`src/rtl/axis_frame_sched_pkg.sv`:
```
// Shared types and defaults for the frame scheduler: FSM encoding and
// default stream/counter widths.
package axis_frame_sched_pkg;

    localparam int DATA_W_DEF = 32;
    localparam int CNT_W_DEF  = 32;
    localparam int LEN_W      = 32;

    typedef enum logic [1:0] {
        ST_IDLE  = 2'd0,
        ST_XFER  = 2'd1,
        ST_FLUSH = 2'd2
    } state_e;

endpackage

```
`src/rtl/axis_frame_sched_skid.sv`:
```
// Two-entry skid buffer: r_d0 is the registered output stage, r_d1 catches
// the beat that arrives while the output is stalled.
module axis_skid_buf #(
    parameter int W = 33
) (
    input  logic         i_clk,
    input  logic         i_rst_n,
    input  logic         i_srst,
    input  logic [W-1:0] i_data,
    input  logic         i_valid,
    output logic         o_ready,
    output logic [W-1:0] o_data,
    output logic         o_valid,
    input  logic         i_ready,
    output logic         o_empty
);

    logic [W-1:0] r_d0;
    logic [W-1:0] r_d1;
    logic         r_v0;
    logic         r_v1;
    logic         w_push;
    logic         w_pop;

    assign o_ready = ~r_v1;
    assign o_data  = r_d0;
    assign o_valid = r_v0;
    assign o_empty = ~r_v0 & ~r_v1;
    assign w_push  = i_valid & ~r_v1;
    assign w_pop   = r_v0 & i_ready;

    // Buffer storage: push fills the first free slot, pop shifts the skid slot forward.
    always_ff @(posedge i_clk or negedge i_rst_n) begin
        if (!i_rst_n) begin
            r_d0 <= {W{1'b0}};
            r_d1 <= {W{1'b0}};
            r_v0 <= 1'b0;
            r_v1 <= 1'b0;
        end else if (i_srst) begin
            r_d0 <= {W{1'b0}};
            r_d1 <= {W{1'b0}};
            r_v0 <= 1'b0;
            r_v1 <= 1'b0;
        end else begin
            case ({w_push, w_pop})
                2'b10: begin
                    if (!r_v0) begin
                        r_d0 <= i_data;
                        r_v0 <= 1'b1;
                    end else begin
                        r_d1 <= i_data;
                        r_v1 <= 1'b1;
                    end
                end
                2'b01: begin
                    if (r_v1) begin
                        r_d0 <= r_d1;
                        r_v1 <= 1'b0;
                    end else begin
                        r_v0 <= 1'b0;
                    end
                end
                2'b11: begin
                    if (r_v1) begin
                        r_d0 <= r_d1;
                        r_d1 <= i_data;
                    end else begin
                        r_d0 <= i_data;
                    end
                end
                default: begin
                end
            endcase
        end
    end

endmodule

```
`src/rtl/axis_frame_sched.sv`:
```
// Frame scheduler: each sync rising edge gates exactly one DMA-length frame
// of source beats onto the AXI-Stream master, tagging the final beat with tlast.
module axis_frame_sched
    import axis_frame_sched_pkg::*;
#(
    parameter int DATA_W = DATA_W_DEF,
    parameter int CNT_W  = CNT_W_DEF
) (
    input  logic              axiclk,
    input  logic              rst_n,
    input  logic              i_sw_rst_n,
    input  logic              i_sync_pulse,
    input  logic [LEN_W-1:0]  i_dma_len,
    input  logic [DATA_W-1:0] i_src_tdata,
    input  logic              i_src_tvalid,
    output logic              o_src_tready,
    output logic [DATA_W-1:0] o_m_axis_tdata,
    output logic              o_m_axis_tvalid,
    input  logic              i_m_axis_tready,
    output logic              o_m_axis_tlast,
    output logic              o_busy,
    output logic              o_frame_done,
    output logic [CNT_W-1:0]  o_frame_cnt,
    output logic [CNT_W-1:0]  o_miss_cnt,
    output logic              o_len_err
);

    state_e             r_state;
    logic               r_sync_q;
    logic [LEN_W-1:0]   r_len;
    logic [CNT_W-1:0]   r_beat;
    logic [CNT_W-1:0]   r_frame_cnt;
    logic [CNT_W-1:0]   r_miss_cnt;
    logic               r_len_err;

    logic               w_srst;
    logic               w_edge;
    logic               w_buf_ready;
    logic               w_buf_empty;
    logic               w_accept;
    logic               w_last;
    logic               w_done;
    logic               w_out_valid;
    logic [DATA_W:0]    w_out_data;

    assign w_srst   = ~i_sw_rst_n;
    assign w_edge   = i_sync_pulse & ~r_sync_q;
    assign w_accept = (r_state == ST_XFER) & i_src_tvalid & w_buf_ready;
    // Beat index is compared against length-1 so the counter never has to reach the length itself.
    assign w_last   = (LEN_W'(r_beat) == (r_len - LEN_W'(1'b1)));
    assign w_done   = w_out_valid & i_m_axis_tready & w_out_data[DATA_W];

    assign o_src_tready    = (r_state == ST_XFER) & w_buf_ready;
    assign o_m_axis_tdata  = w_out_data[DATA_W-1:0];
    assign o_m_axis_tlast  = w_out_data[DATA_W];
    assign o_m_axis_tvalid = w_out_valid;
    assign o_busy          = (r_state != ST_IDLE);
    assign o_frame_done    = w_done;
    assign o_frame_cnt     = r_frame_cnt;
    assign o_miss_cnt      = r_miss_cnt;
    assign o_len_err       = r_len_err;

    axis_skid_buf #(
        .W (DATA_W + 1)
    ) u_skid (
        .i_clk   (axiclk),
        .i_rst_n (rst_n),
        .i_srst  (w_srst),
        .i_data  ({w_last, i_src_tdata}),
        .i_valid (w_accept),
        .o_ready (w_buf_ready),
        .o_data  (w_out_data),
        .o_valid (w_out_valid),
        .i_ready (i_m_axis_tready),
        .o_empty (w_buf_empty)
    );

    // Frame FSM, sync edge detect, length latch and status counters.
    always_ff @(posedge axiclk or negedge rst_n) begin
        if (!rst_n) begin
            r_state     <= ST_IDLE;
            r_sync_q    <= 1'b0;
            r_len       <= {LEN_W{1'b0}};
            r_beat      <= {CNT_W{1'b0}};
            r_frame_cnt <= {CNT_W{1'b0}};
            r_miss_cnt  <= {CNT_W{1'b0}};
            r_len_err   <= 1'b0;
        end else if (w_srst) begin
            r_state     <= ST_IDLE;
            r_sync_q    <= 1'b0;
            r_len       <= {LEN_W{1'b0}};
            r_beat      <= {CNT_W{1'b0}};
            r_frame_cnt <= {CNT_W{1'b0}};
            r_miss_cnt  <= {CNT_W{1'b0}};
            r_len_err   <= 1'b0;
        end else begin
            r_sync_q <= i_sync_pulse;
            if (w_done) begin
                r_frame_cnt <= r_frame_cnt + CNT_W'(1'b1);
            end
            case (r_state)
                ST_IDLE: begin
                    if (w_edge) begin
                        if (i_dma_len != {LEN_W{1'b0}}) begin
                            r_state <= ST_XFER;
                            r_len   <= i_dma_len;
                            r_beat  <= {CNT_W{1'b0}};
                        end else begin
                            r_len_err <= 1'b1;
                        end
                    end
                end
                ST_XFER: begin
                    if (w_accept) begin
                        r_beat <= r_beat + CNT_W'(1'b1);
                        if (w_last) begin
                            r_state <= ST_FLUSH;
                        end
                    end
                    if (w_edge) begin
                        r_miss_cnt <= r_miss_cnt + CNT_W'(1'b1);
                    end
                end
                ST_FLUSH: begin
                    if (w_buf_empty) begin
                        r_state <= ST_IDLE;
                    end
                    if (w_edge) begin
                        r_miss_cnt <= r_miss_cnt + CNT_W'(1'b1);
                    end
                end
                default: begin
                    r_state <= ST_IDLE;
                end
            endcase
        end
    end

endmodule

```
`config.mk`:
```
export PLATFORM = sky130hd
export DESIGN_NAME = axis_frame_sched
export DESIGN_NICKNAME = d
export VERILOG_FILES = /design/src/rtl/axis_frame_sched_pkg.sv /design/src/rtl/axis_frame_sched_skid.sv /design/src/rtl/axis_frame_sched.sv
export SDC_FILE = /design/constraint.sdc
export NUM_CORES = 1
export LEC_CHECK = 0
export CAP_MARGIN = 10
export CORE_AREA = 10 10 163 165
export CTS_BUF_LIST = sky130_fd_sc_hd__clkbuf_16
export CTS_CLUSTER_DIAMETER = 120
export DETAILED_ROUTE_END_ITERATION = 12
export DIE_AREA = 0 0 173 175
export HOLD_SLACK_MARGIN = 0.15
export PLACE_DENSITY = 0.69
export SYNTH_ARGS = -nofsm -noshare
export SYNTH_HDL_FRONTEND = slang
export SYNTH_HIERARCHICAL = 1
export SYNTH_SLANG_ARGS = --single-unit
```
`constraint.sdc`:
```
create_clock -name axiclk -period 5.4 [get_ports axiclk]
set_input_delay 0.81 -clock axiclk [delete_from_list [all_inputs] [get_ports axiclk]]
set_output_delay 0.81 -clock axiclk [all_outputs]
set_load 0.02 [all_outputs]
```
==> flow_metrics.py, run 1 <==
metrics = {
    "run_status": {
        "status": "finished, final reports clean",
    },
    "cells_and_area": {
        "final_cell_area_mm2": 0.0128,
        "fillerInstances": 2123,
        "regArea_mm2": 0.00500,
        "layout_common_cells": "dfrtp_1 (200), clkdlybuf4s50_1 (170), nand2_1 (114)",
        "n_antenna_cell": 0,
        "drive_above_1_share": 0.0481,
        "area_growth_pct": 24.4,
        "multi_input_area_mm2": 0.00491,
        "layout_commonest_cell": "dfrtp_1",
        "nNetsFinal": 1272,
        "fin_cells": 1526,
    },
    "route": {
        "finalWirelength_um": 27400,
        "vias": 8368,
        "drt_pass1_iterations": 4,
        "wire_per_inst_um": 18.0,
        "drt_iter0_drc": 554,
        "routed_via_density": 5.48,
        "antenna_left": 0,
        "drc": 0,
    },
    "critical_path": {
        "start_kind": "input port",
        "arrival_ns": 3.98,
        "r2r-start": "r_len[6]",
        "cpLargestDelayFamily": "simple AND/OR/NAND/NOR gates",
        "cp_data_required_time_ns": 5.75,
        "critPathLaunch": "i_dma_len[16]",
        "crit_path_frequent_cell": "nor2_1",
        "cp_num_buf_inv": 2,
        "slowest_stage": "nor2_1",
        "r2r_slack_ns": 1.90,
        "critical_path_depth": 9,
        "crit_chain": "clkdlybuf4s50_1 -> nor4_1 -> nand4_1 -> o21ai_0 -> a2bb2oi_1 -> nor2_1 -> nor2_1 -> buf_4 -> a21oi_1",
        "slowest_delay_ns": 0.61,
        "crit_path_end_kind": "register",
        "r2r_cells": 9,
        "path_max_fanout": 19,
        "endpoint": "r_beat[28]",
        "reg2reg_to": "u_skid/o_data[32]",
        "setup.worst_path.class": "input port to register",
    },
    "global_routing": {
        "grt_pass1_vias": 8282,
        "grt_max_degree": 117,
        "grt_use_total": 0.180,
        "grt-ovfl-total": 0,
        "grt_pass1_wl_um": 45200,
        "antenna_found_initial": 1,
    },
    "power": {
        "power_frac_clock": 0.345,
        "power_frac_comb": 0.199,
        "swShare": 0.319,
        "seqPwrFrac": 0.456,
        "p_leak_nw": 5.21,
        "switchingPower_mw": 1.17,
        "intPower_mw": 2.50,
        "pwr_density_cell_mw_per_mm2": 286,
        "peakVddDrop_uv": 188,
    },
    "sta": {
        "drv_slew": 0,
        "finalSetupViolCount": 0,
        "skew_ns": 0.0137,
        "worstMarginPinSlew_ns": 1.12,
        "timing.fmax_ghz": 0.276,
        "slew_headroom": 0.250,
        "fin_ws_ns": 1.77,
        "fin_crit_sh": 0.672,
        "fin_crit_ns": 3.63,
        "setup_tns_ns": 0,
        "finalHoldViolations": 0,
        "rsz0062_at_grt": "false",
    },
    "synthesis": {
        "seq_area_frac_synth": 0.486,
        "synthXorXnorAreaFrac": 0.0984,
        "ys_seq_elements": 200,
        "synth_adder_area_share": 0.00973,
        "synth.area.mux_share": 0.0342,
        "yosysWarnings": 6,
        "synth_nets": 1125,
        "synth_area_per_cell_um2": 9.83,
        "synth_top_family_by_area": "simple AND/OR/NAND/NOR gates",
        "synthCells": 1047,
        "synth-simple-area-share": 0.206,
        "synth_compound_area_frac": 0.128,
        "async_flop_share": 1.00,
        "synth-edff-count": 0,
        "synth_cell_types": 62,
        "synth_top_flop_cell": "dfrtp_1",
        "netlist_area_mm2": 0.0103,
    },
    "place": {
        "io_buffer_count": 171,
        "postPlaceCellArea_mm2": 0.0122,
        "post-place-ws_ns": 1.39,
        "dp.cells": 1494,
        "place.gp.congestion": 0.866,
        "dpl.hpwl_um": 19500,
    },
    "clock_network": {
        "cts_hold_buffers": 0,
        "clk_pin_slew_ns": 0.08,
        "ctsResizeCount": 0,
        "cts_buffers": 17,
        "htree_levels": 4,
        "clock_sinks": 200,
        "clock-root-buffer": "clkbuf_16",
        "clock_latency_ns": 0.44,
        "cts_setup_buffers": 0,
        "cts_max_path_buffers": 2,
        "tritoncts": "done",
    },
    "floorplan": {
        "core_area_mm2": 0.0233,
        "die_h_um": 175,
        "initial_core_util": 0.442,
        "dieArea_mm2": 0.0303,
        "die_w_um": 173,
        "io_pins": 172,
        "placementRows": 56,
    },
    "job": {
        "maxCapViolCount": 0,
    },
    "hold_path": {
        "hp-class": "input port to asynchronous set/reset pin",
    },
}
==> power groups by stage <==
| stage | clock (mW) | combinational [mW] | sequential, mW |
|---|---|---|---|
| after floorplan | 0 | 0.424 | 1.71 |
| after global placement | 0 | 0.720 | 1.70 |
| after detailed placement | 0 | 0.731 | 1.70 |
| after CTS | 1.29 | 0.734 | 1.67 |
| after global routing | 1.36 | 0.803 | 1.69 |
| final | 1.27 | 0.728 | 1.67 |
==> logic make-up after synthesis <==
group,Yosys count
AOI/OAI and AO/OA,187
xor gates and xnor gates,114
adders and majority gates,8
buffers and inverters,79
DFF,200
muxes,35
and+or+nand+nor,424
==> cell usage after synthesis, types with 21 or more instances <==
master | number | share of area
dfrtp_1 | 200 | 0.49
nand2_1 | 114 | 0.042
nor2_1 | 113 | 0.041
xnor2_1 | 57 | 0.049
xor2_1 | 56 | 0.048
o21ai_0 | 54 | 0.026
a22o_1 | 35 | 0.030
mux2i_1 | 34 | 0.033
nand3_1 | 34 | 0.017
o2bb2ai_1 | 33 | 0.028
clkbuf_1 | 32 | 0.012
nor4_1 | 27 | 0.016
inv_1 | 26 | 0.0095
nand4_1 | 25 | 0.015
and3_1 | 24 | 0.015
a21oi_1 | 21 | 0.010
==> through the flow <==
| step | power (mW) | hold WS [ns] | util |
|---|---|---|---|
| global placement | 2.42 | 0.471 | 0.525 |
| finish | 3.67 | 0.396 | 0.550 |
| detailed placement | 2.43 | 0.473 | 0.525 |
| CTS | 3.70 | 0.435 | 0.550 |
| floorplan | 2.13 | 0.470 | - |
| global route | 3.84 | 0.452 | 0.550 |
==> per-layer routing <==
metal | GRT usage | part of all wire | vias up
met4 | 0.0517 | 0.016 | 0
li1 | - | - | 4022
met1 | 0.230 | 0.44 | 4134
met2 | 0.290 | 0.48 | 185
met5 | 0 | 0 | -
met3 | 0.0558 | 0.067 | 27
==> final cells by class <==
type,count,area share
clock buffer,17,0.0332
clock inverter,15,0.0123
inverter,26,0.00763
multi-input combinational,768,0.384
sequential,200,0.391
tap,319,0.0312
timing repair buffer,181,0.141
==> worst min-delay path by stage <==
stage / startpoint / to / slack (ns) / depth (start not counted)
6_report: rst_n / o_miss_cnt[8] / 0.40 / 1
5_1_grt: rst_n / o_miss_cnt[8] / 0.45 / 1
4_1_cts: rst_n / o_miss_cnt[10] / 0.43 / 1
3_5_place_dp: u_skid/o_data[26] / u_skid/o_data[26] / 0.47 / 1
3_3_place_gp: u_skid/o_data[29] / u_skid/o_data[29] / 0.47 / 1
2_1_floorplan: r_len[31] / r_len[31] / 0.47 / 2
==> state kept, by name (all words and copies together) (netlist names), 2 cells and up <==
signal	cells
o_frame_cnt	32
o_miss_cnt	32
r_beat	32
r_len	32
r_state	2
u_skid/o_data	33
u_skid/r_d1	33
No activity file was read; power rests on OpenSTA's default activity.
==> run 2, diff against run 1 <==
- clock period: 5.4 -> 3.75 ns (I/O delays scaled with it)
==> flow_metrics.py, run 2 (synthesized netlist as in run 1, its figures left out) <==
metrics = {
    "global_routing": {
        "use_met1": 0.235,
        "busiest_layer": "met2",
        "met3_usage": 0.0528,
        "grt_max_degree": 83,
        "grt_pass1_vias": 8394,
        "grt_pass1_wl_um": 45800,
        "grt_use_total": 0.183,
        "antenna_found_initial": 0,
        "use_met2": 0.296,
        "grt-ovfl-total": 0,
    },
    "cells_and_area": {
        "layout_commonest_cell": "dfrtp_1",
        "nNetsFinal": 1287,
        "final_util": 0.556,
        "area_growth_pct": 25.7,
        "regArea_mm2": 0.00500,
        "n_antenna_cell": 0,
        "final_cell_area_mm2": 0.0129,
        "drive_above_1_share": 0.0589,
        "layout_common_cells": "dfrtp_1 (200), clkdlybuf4s50_1 (170), nand2_1 (114)",
        "multi_input_area_mm2": 0.00491,
        "fillerInstances": 2117,
    },
    "place": {
        "post-place-ws_ns": 0.400,
        "io_buffer_count": 171,
        "place.gp.congestion": 0.854,
        "dpl.hpwl_um": 20100,
        "postPlaceCellArea_mm2": 0.0124,
    },
    "clock_network": {
        "cts_max_path_buffers": 2,
        "cts_hold_buffers": 0,
        "tritoncts": "done",
        "cts_setup_buffers": 0,
        "clk_pin_slew_ns": 0.08,
        "clock_sinks": 200,
        "ctsResizeCount": 0,
        "clock-root-buffer": "clkbuf_16",
        "cts_buffers": 17,
        "htree_levels": 4,
        "clock_latency_ns": 0.44,
    },
    "critical_path": {
        "crit_path_end_kind": "register",
        "slowest_stage": "or4_4",
        "path_max_fanout": 8,
        "cp_data_required_time_ns": 4.09,
        "r2r_slack_ns": 0.32,
        "setup.worst_path.class": "register to register",
        "crit_path_frequent_cell": "or4_4",
        "arrival_ns": 3.77,
        "crit_chain": "or4_4 -> or4_4 -> or4_1 -> a211o_1 -> a22oi_1 -> nand4_1 -> inv_1 -> mux2i_1 -> o2bb2ai_1",
        "r2r_cells": 9,
        "start_kind": "register",
        "slowest_delay_ns": 0.60,
    },
    "sta": {
        "drv_slew": 0,
        "skew_ns": 0.0143,
        "fin_ws_ns": 0.323,
        "fin_crit_ns": 3.43,
        "fin_crit_sh": 0.914,
        "rsz0062_at_grt": "false",
        "worstMarginPinSlew_ns": 0.698,
        "hold_ws_ns": 0.129,
        "timing.fmax_ghz": 0.292,
        "slew_headroom": 0.533,
        "setup_tns_ns": 0,
        "finalHoldViolations": 0,
        "finalSetupViolCount": 0,
    },
    "job": {
        "maxCapViolCount": 0,
    },
    "floorplan": {
        "dieArea_mm2": 0.0303,
        "die_w_um": 173,
        "die_h_um": 175,
        "core_area_mm2": 0.0233,
        "initial_core_util": 0.442,
        "placementRows": 56,
        "io_pins": 172,
    },
    "route": {
        "routed_via_density": 5.44,
        "antenna_left": 0,
        "drt_iter0_drc": 562,
        "drc": 0,
        "finalWirelength_um": 28000,
        "drt_pass1_iterations": 5,
        "vias": 8390,
        "wire_per_inst_um": 18.1,
    },
    "run_status": {
        "status": "finished, final reports clean",
    },
    "power": {
        "peakVddDrop_uv": 357,
        "p_leak_nw": 5.29,
        "pwr_density_cell_mw_per_mm2": 411,
    },
    "hold_path": {
        "hp-class": "input port to asynchronous set/reset pin",
    },
}
## run 2: cell types whose count changed in the layout (fill, tap and decap cells not counted)
cell / before / now
buf_4: 9 / 22
buf_12: 1 / 3
inv_6: 4 / 2
clkinv_1: 0 / 1
clkinv_4: 2 / 3
clkinvlp_4: 1 / 0
inv_8: 4 / 5
## run 2: path summary, 6_finish.rpt
kind                                    from                 to
max                                r_len[15]  u_skid/o_data[32]
min                                    rst_n     o_miss_cnt[10]
max reg2reg                        r_len[15]  u_skid/o_data[32]
min reg2reg                u_skid/o_data[30]  u_skid/o_data[30]
max in group asynchronous              rst_n          r_len[26]
min in group axiclk        u_skid/o_data[30]  u_skid/o_data[30]
## run 2: cell type report
class,count,area share
sequential,200,0.387
multi-input combinational,768,0.380
tap,319,0.0309
inverter,26,0.00754
clock inverter,15,0.0121
timing repair buffer,196,0.150
clock buffer,17,0.0329
## run 2: worst max-delay path, delay by kind of cell (launching register included)
| kind | cells | cell delay (ns) |
|---|---|---|
| simple gates | 4 | 1.84 |
| compound gates | 3 | 0.77 |
| flops | 1 | 0.47 |
| buf+inv | 1 | 0.18 |
| mux | 1 | 0.08 |
## run 2: where the power goes
part | total, mW | switching [mW] | internal, mW
Sequential | 2.40 | 0.137 | 2.27
Clock | 1.82 | 0.929 | 0.894
Combinational | 1.09 | 0.628 | 0.463
Total | 5.32 | 1.69 | 3.62
## run 2: layer usage
metal | wire (um) | part of all wire
met1 | 12400 | 0.44
met2 | 13300 | 0.48
met3 | 1810 | 0.065
met4 | 444 | 0.016
met5 | 0 | 0
## run 2: through the flow
step | cells | power [mW]
CTS | 1541 | 5.37
global route | 1541 | 5.58
detailed placement | 1509 | 3.54
finish | 1541 | 5.32
floorplan | 1047 | 3.07
global placement | 1509 | 3.52
